### src/rtl/seq_divider.sv
// Multi-cycle unsigned restoring divider, one quotient bit per clock.
// A single ripple-carry subtractor is shared across all iterations.

module rca_Nbit #(
    parameter int W = 8
) (
    input  logic [W-1:0] a,
    input  logic [W-1:0] b,
    input  logic         cin,
    output logic [W-1:0] sum,
    output logic         cout
);

    logic [W:0] c;

    assign c[0] = cin;

    for (genvar i = 0; i < W; i++) begin : g_fa
        assign sum[i]  = a[i] ^ b[i] ^ c[i];
        assign c[i+1]  = (a[i] & b[i]) | (c[i] & (a[i] ^ b[i]));
    end

    assign cout = c[W];

endmodule

module seq_divider #(
    parameter int N = 8
) (
    input  logic         clk,
    input  logic         rst,
    input  logic         in_valid,
    output logic         in_ready,
    input  logic [N-1:0] dividend,
    input  logic [N-1:0] divisor,
    output logic         out_valid,
    input  logic         out_ready,
    output logic [N-1:0] quotient,
    output logic [N-1:0] remainder,
    output logic         div_by_zero,
    output logic         busy
);

    localparam int CW = $clog2(N + 1);
    localparam logic [CW-1:0] LAST = CW'(N - 1);

    typedef enum logic [1:0] {
        IDLE,
        RUN,
        DONE
    } state_t;

    state_t state, state_n;

    logic [N:0]    r, r_n;
    logic [N-1:0]  q, q_n;
    logic [N-1:0]  d, d_n;
    logic [CW-1:0] count, count_n;
    logic [N-1:0]  quo_n, rem_n;
    logic          dz_n;

    logic [N:0] s;
    logic [N:0] t;
    logic       no_borrow;

    // R never exceeds D, so its top bit is always shifted out as zero
    logic unused_r_msb;
    assign unused_r_msb = r[N];

    assign s = {r[N-1:0], q[N-1]};

    rca_Nbit #(
        .W(N + 1)
    ) u_sub (
        .a   (s),
        .b   (~{1'b0, d}),
        .cin (1'b1),
        .sum (t),
        .cout(no_borrow)
    );

    always_ff @(posedge clk or posedge rst) begin
        if (rst) begin
            state <= IDLE;
        end else begin
            state <= state_n;
        end
    end

    always_comb begin
        state_n = state;
        r_n     = r;
        q_n     = q;
        d_n     = d;
        count_n = count;
        quo_n   = quotient;
        rem_n   = remainder;
        dz_n    = div_by_zero;
        unique case (state)
            IDLE: begin
                if (in_valid) begin
                    if (divisor == '0) begin
                        quo_n   = '1;
                        rem_n   = dividend;
                        dz_n    = 1'b1;
                        state_n = DONE;
                    end else begin
                        r_n     = '0;
                        q_n     = dividend;
                        d_n     = divisor;
                        count_n = '0;
                        state_n = RUN;
                    end
                end
            end
            RUN: begin
                if (no_borrow) begin
                    r_n = t;
                    q_n = {q[N-2:0], 1'b1};
                end else begin
                    r_n = s;
                    q_n = {q[N-2:0], 1'b0};
                end
                count_n = count + CW'(1);
                if (count == LAST) begin
                    quo_n   = q_n;
                    rem_n   = r_n[N-1:0];
                    dz_n    = 1'b0;
                    state_n = DONE;
                end
            end
            DONE: begin
                if (out_ready) begin
                    state_n = IDLE;
                end
            end
            default: begin
                state_n = IDLE;
            end
        endcase
    end

    always_ff @(posedge clk or posedge rst) begin
        if (rst) begin
            r           <= '0;
            q           <= '0;
            d           <= '0;
            count       <= '0;
            quotient    <= '0;
            remainder   <= '0;
            div_by_zero <= 1'b0;
            in_ready    <= 1'b1;
            out_valid   <= 1'b0;
            busy        <= 1'b0;
        end else begin
            r           <= r_n;
            q           <= q_n;
            d           <= d_n;
            count       <= count_n;
            quotient    <= quo_n;
            remainder   <= rem_n;
            div_by_zero <= dz_n;
            in_ready    <= (state_n == IDLE);
            out_valid   <= (state_n == DONE);
            busy        <= (state_n == RUN);
        end
    end

endmodule
### config.mk
export PLATFORM = sky130hd
export DESIGN_NAME = seq_divider
export DESIGN_NICKNAME = d
export VERILOG_FILES = /design/src/rtl/seq_divider.sv
export SDC_FILE = /design/constraint.sdc
export NUM_CORES = 1
export LEC_CHECK = 0
export BUFFER_PORTS_ARGS = -buffer_cell sky130_fd_sc_hd__clkbuf_2
export CELL_PAD_IN_SITES_DETAIL_PLACEMENT = 0
export CELL_PAD_IN_SITES_GLOBAL_PLACEMENT = 2
export CORE_UTILIZATION = 25
export CTS_BUF_LIST = sky130_fd_sc_hd__clkbuf_8
export DETAILED_ROUTE_END_ITERATION = 6
export PLACE_DENSITY_LB_ADDON = 0.1
export SLEW_MARGIN = 20
export SYNTH_ARGS = -nofsm -noshare
export SYNTH_HDL_FRONTEND = slang
export SYNTH_SLANG_ARGS = --single-unit
### constraint.sdc
create_clock -name clk -period 9.59 [get_ports clk]
set_input_delay 1.918 -clock clk [delete_from_list [all_inputs] [get_ports clk]]
set_output_delay 1.918 -clock clk [all_outputs]
set_load 0.05 [all_outputs]
; Word level (Yosys, flattened, before mapping)
; Index checks and enable logic that the tools add are counted.
; Widths: inputs -> output; s select.
[classes]
n_addsub = 1
eq_ne = 9
n_mux = 28
bitwise_logic = 45
reduce_logical = 7
[op_table]
columns = cell, count
row1 = $mux 8, 11
row2 = $pmux 8 s2, 4
row3 = $and 1x1->1, 17
row4 = $xor 1x1->1, 16
row5 = $not 8->9, 1
row6 = $or 1x1->1, 9
row7 = $logic_not 8->1, 1
row8 = $mux 2, 4
row9 = $mux 4, 2
row10 = $ne 2x2->1 const B, 4
row11 = $pmux 4 s2, 1
row12 = $pmux 2 s3, 1
row13 = $reduce_and 3->1, 2
row14 = $add 4x1->4 const B, 1
row15 = $eq 2x1->1 const B, 2
row16 = $eq 2x2->1 const B, 2
row17 = $eq 4x3->1 const B, 1
row18 = $logic_not 2->1, 2
row19 = $mux 1, 4
row20 = $reduce_and 4->1, 1
row21 = $not 1->1, 2
row22 = $pmux 1 s2, 1
row23 = $reduce_bool 2->1, 1
[totals]
reg_bits = 50
output_inout_bits = 20
word_cells = 101

; Longest topological paths before layout
[logic_depth]
ltp_word = 22
ltp_mapped = 16
ltp_nobuf = 15

; Hierarchy
; Synthesis repeated with hierarchy kept, for this count alone.
[hier_totals]
cells_unflattened = 245
area_unflattened_um2 = 2576.2
[by_module_without_submodules]
columns = mod, instances, cells_each, area_each_um2
row1 = seq_divider, 1, 226, 2358.5
row2 = rca_Nbit, 1, 19, 217.7

; Worst setup path after synthesis
; No wires, ideal clock.
[synth_path]
path_kind = register to register
start = reg q[7]
end = reg quotient[0]
setup_time_ps = 125
t_arrival_ps = 3690
t_required_ps = 9465
setup_slack_ps = 5775
stages_incl_launch_ff = 16
synth_period_minus_slack_ps = 3815
cell_sequence = dfrtp_1 -> inv_1 -> ha_1 -> inv_1 -> fa_1 -> fa_1 -> fa_1 -> fa_1 -> fa_1 -> inv_1 -> fa_1 -> fa_1 -> nand2b_1 -> clkbuf_1 -> or2_2 -> mux2_4
[synth_via]
elab_chain_cells = 21
word_cells_on_any_way = 22
cone_classes = 3 x mux / 19 x bitwise
[synth_rtl]
columns = item, line_no
row1 = "start, declared", 56  ; logic [N-1:0] q, q_n;
row2 = "start signal, assigned", 157  ; q <= q_n;
row3 = $and 1x1->1 / $xor 1x1->1 (equally long branches), 20  ; assign c[i+1] = (a[i] & b[i]) | (c[i] & (a[i] ^ b[i]));
row4 = $or 1x1->1 (*), 20
row5 = $and 1x1->1 (*), 20
row6 = $or 1x1->1 (*), 20
row7 = $and 1x1->1 (*), 20
row8 = $or 1x1->1 (*), 20
row9 = $and 1x1->1 (*), 20
row10 = $or 1x1->1 (*), 20
row11 = (+5 left out), n/a
row12 = $or 1x1->1 (*), 20
row13 = $and 1x1->1 (*), 20
row14 = $or 1x1->1 (*), 20
row15 = $and 1x1->1 (*), 20
row16 = $or 1x1->1 (*), 20
row17 = $mux 1 (*), 117  ; if (no_borrow) begin
row18 = $mux 8 (*), 125  ; if (count == LAST) begin
row19 = $pmux 8 s2 (*), 99  ; unique case (state)
row20 = "end signal, assigned", 160  ; quotient <= quo_n;
row21 = "end, declared", 38  ; output logic [N-1:0] quotient,
; Every way passes the cells marked *; elsewhere a longest branch is shown, timed or not. The select of a mux whose other input is x is not followed.
; A chain may end at the register's enable or synchronous reset.

; Final worst setup path
[layout_path]
start = reg q[7]
end = reg remainder[3]
[layout_via]
elab_chain_cells = 21
word_cells_on_any_way = 23
cone_classes = 3 x mux / 20 x bitwise
[layout_rtl]
columns = item, line_no
row1 = $and 1x1->1 / $xor 1x1->1 (equally long branches), 20
row2 = $or 1x1->1 (*), 20
row3 = $and 1x1->1 (*), 20
row4 = $or 1x1->1 (*), 20
row5 = $and 1x1->1 (*), 20
row6 = $or 1x1->1 (*), 20
row7 = $and 1x1->1, 20
row8 = $or 1x1->1, 20
row9 = (+5 left out), n/a
row10 = $or 1x1->1, 20
row11 = $and 1x1->1, 20
row12 = $or 1x1->1, 20
row13 = $and 1x1->1, 20
row14 = $or 1x1->1, 20
row15 = $mux 8 (*), 117
row16 = $mux 8 (*), 125
row17 = $pmux 8 s2 (*), 99
row18 = "end signal, assigned", 161  ; remainder <= rem_n;
row19 = "end, declared", 39  ; output logic [N-1:0] remainder,
; Marks and branches as above.

==> metrics.cfg <==
[critical_path]
cp_max_fo = 11
critical_path_arrival_ns = 4.28
r2r-start = q[7]$_DFFE_PP0P_
rrSetupSlack_ns = 5.50
r2r_cells = 15
worstPathRequired_ns = 9.79
critPathLaunchType = flop
crit_chain = inv_1 -> ha_1 -> inv_1 -> fa_1 -> fa_1 -> fa_1 -> fa_1 -> fa_1 -> inv_1 -> fa_1 -> fa_1 -> nand2b_1 -> mux2i_1 -> a21oi_1 -> mux2_2
path_common_cell = fa_1
end_kind = flop
timing.rr.end = remainder[3]$_DFFE_PP0P_
criticalPathCategory = reg -> reg
slowest_stage = fa_1
max_stage_delay_ns = 0.39

[timing]
fin_crit_ns = 4.086
fin_worst_skew_ns = 0.01046
slew_viol_final = 0
rsz0062_at_grt = no
min_period_over_period = 0.4261
relSlewSlack = 0.4043
setup_ws_ns = 5.504
tightest_slew_ns = 0.8903
max_clock_freq_mhz = 244.7
hold_viol = 0
setup_viol = 0
tns_ns = 0

[synthesis]
yosysWarningCount = 0
netlist_top_cells_area = dfrtp_1, mux2_2, fa_1, mux2i_1, mux2_4
synth.top_cell.area_share = 0.4912
netlist.top_cell.by_area = dfrtp_1
synthDistinctLibCells = 38
avgSynthCellArea_um2 = 12.06
syn-instance-count = 207
synth_edf_count = 0
synth-seq-cells = 50
yosys_most_used_dff = dfrtp_1
yosysSeqAreaShare = 0.5018
async_flop_share = 1.000
synth.cell_area_um2 = 2496
syn_nets = 236

[place]
dp_hpwl_um = 3895
gp_congestion = 0.7079
post-place-ws_ns = 5.462
port_buffers = 39
numPlacedInstances = 373

[clock_network]
clock_path_buffers = 2
cts_tree = done
cts_resized = 0
hold_buffers = 0
cts_setup_buffers = 0
cts.sinks = 50
insertion_delay_ns = 0.31
cts_root_buf = clkbuf_8
htreeDepth = 2
numCtsBuffers = 5
clk_pin_slew_ns = 0.10

[finish]
postLayoutCoreUtil = 0.3020
final_layout_size_suffix_gt1_frac = 0.3468
layout_common_cells = dfrtp_1, clkbuf_2, mux2_2
stdcell_count = 381
nets = 276
final_common_cell = dfrtp_1
syn_to_final_growth_pct = 17.69
n_antenna_cell = 0

[outcome]
status = finished, final reports clean

[flow_run]
drv_cap = 0

[drt]
via_count = 1611
routed_wl_um = 5674
drcViolationCount = 0
first_pass_iters = 4
routedWlPerCell_um = 14.89
ant_nets = 0
drtIter0Drc = 63
vias_per_cell = 4.228

[global_routing]
grt-ovfl-total = 0
grt_pass1_vias = 1666
grt_pass1_wl_um = 9473
track_usage = 0.1224
grt_start_max_net_pins = 51
antenna_found_initial = 0

[pwr]
p_total_w = 0.001168
p_leak_nw = 1.374
ir_drop_uv = 102.6
p_per_area_nw_per_um2 = 397.5

[floorplanning]
die_h_um = 101.9
core-area_um2 = 9729
row_count = 36
die_w_um = 101.9
top_level_ports = 40
die_area_um2 = 10390
start_util = 0.2566

[hold_path]
hold_path.class = reg -> reg
min_from = r[7]$_DFFE_PP0P_
min_to = r[7]$_DFFE_PP0P_
holdPathStages = 1

[cell families after synthesis]
| logic type | synth area share |
|---|---|
| mux | 0.1774 |
| buf+inv | 0.04060 |
| fa+ha+maj | 0.06616 |
| compound gates | 0.1058 |
| simple gates | 0.1083 |
| flops | 0.5018 |
[metal layers]
metal	global-route usage	wire, um	part of all wire	vias up
li1	-	-	-	792
met1	0.1694	2893	0.51	782
met2	0.1949	2540	0.45	32
met3	0.02462	186	0.033	5
met4	0.03297	55	0.0097	0
met5	0	0	0	-
[state kept, by name, indices dropped and copies added, names as in the netlist]
signal	cells
quotient	8
remainder	8
count	4
r	8
out_valid	1
busy	1
div_by_zero	1
in_ready	1
q	8
d	8
state	2
[cells in the mapped netlist (all sizes together), types with 2 or more instances]
| cell | n |
|---|---|
| ha | 2 |
| o32ai | 2 |
| or2 | 2 |
| mux2 | 26 |
| nand2b | 11 |
| mux2i | 12 |
| and2 | 2 |
| o21bai | 2 |
| o21ai | 10 |
| nor4 | 2 |
| dfrtp | 49 |
| o2bb2ai | 5 |
| nor2 | 15 |
| buf | 3 |
| a21o | 3 |
| a22o | 2 |
| clkbuf | 6 |
| nand2 | 14 |
| a21oi | 9 |
| fa | 7 |
| inv | 13 |
[cell type report]
| type | count | area, um^2 |
|---|---|---|
| inverter | 13 | 48.80 |
| timing repair buffer | 42 | 217.7 |
| tap | 133 | 166.4 |
| clock buffer | 5 | 68.82 |
| sequential | 50 | 1252 |
| multi-input combinational | 135 | 1142 |
| clock inverter | 3 | 41.29 |
| fill | 1014 | 6792 |
[report_power, final]
part	total, W	internal [W]	leakage, nW	switching, W
sequential	0.000396	0.000315	0.597	0.0000806
clock	0.000155	0.0000770	0.0556	0.0000777
combinational	0.000617	0.000248	0.722	0.000369
[critical path, delay by kind of cell (launching register included)]
family | cells | cell delay [ns]
multiplexers | 2 | 0.62
adder cells (fa/ha/maj) | 8 | 2.39
buffers and inverters | 3 | 0.20
AO/OA/AOI/OAI | 1 | 0.10
AND/OR/NAND/NOR | 1 | 0.29
flip-flops | 1 | 0.38
[per-stage QoR]
stage	hold WS, ns	area [um^2]
3_3_place_gp	0.4867	2828
2_1_floorplan	0.4621	2496
5_1_grt	0.5386	2938
6_report	0.5090	2938
4_1_cts	0.5133	2938
3_5_place_dp	0.4855	2828
[how the worst max path moves through the flow]
stage	from	end	slack (ns)
after global placement	q[7]$_DFFE_PP0P_	remainder[7]$_DFFE_PP0P_	5.47
after global routing	q[7]$_DFFE_PP0P_	remainder[3]$_DFFE_PP0P_	5.24
final	q[7]$_DFFE_PP0P_	remainder[3]$_DFFE_PP0P_	5.50
after detailed placement	q[7]$_DFFE_PP0P_	remainder[7]$_DFFE_PP0P_	5.46
after floorplan	q[7]$_DFFE_PP0P_	quotient[0]$_DFFE_PP0P_	5.77
after CTS	q[7]$_DFFE_PP0P_	remainder[7]$_DFFE_PP0P_	5.46
(Power assumes the default switching activity.)
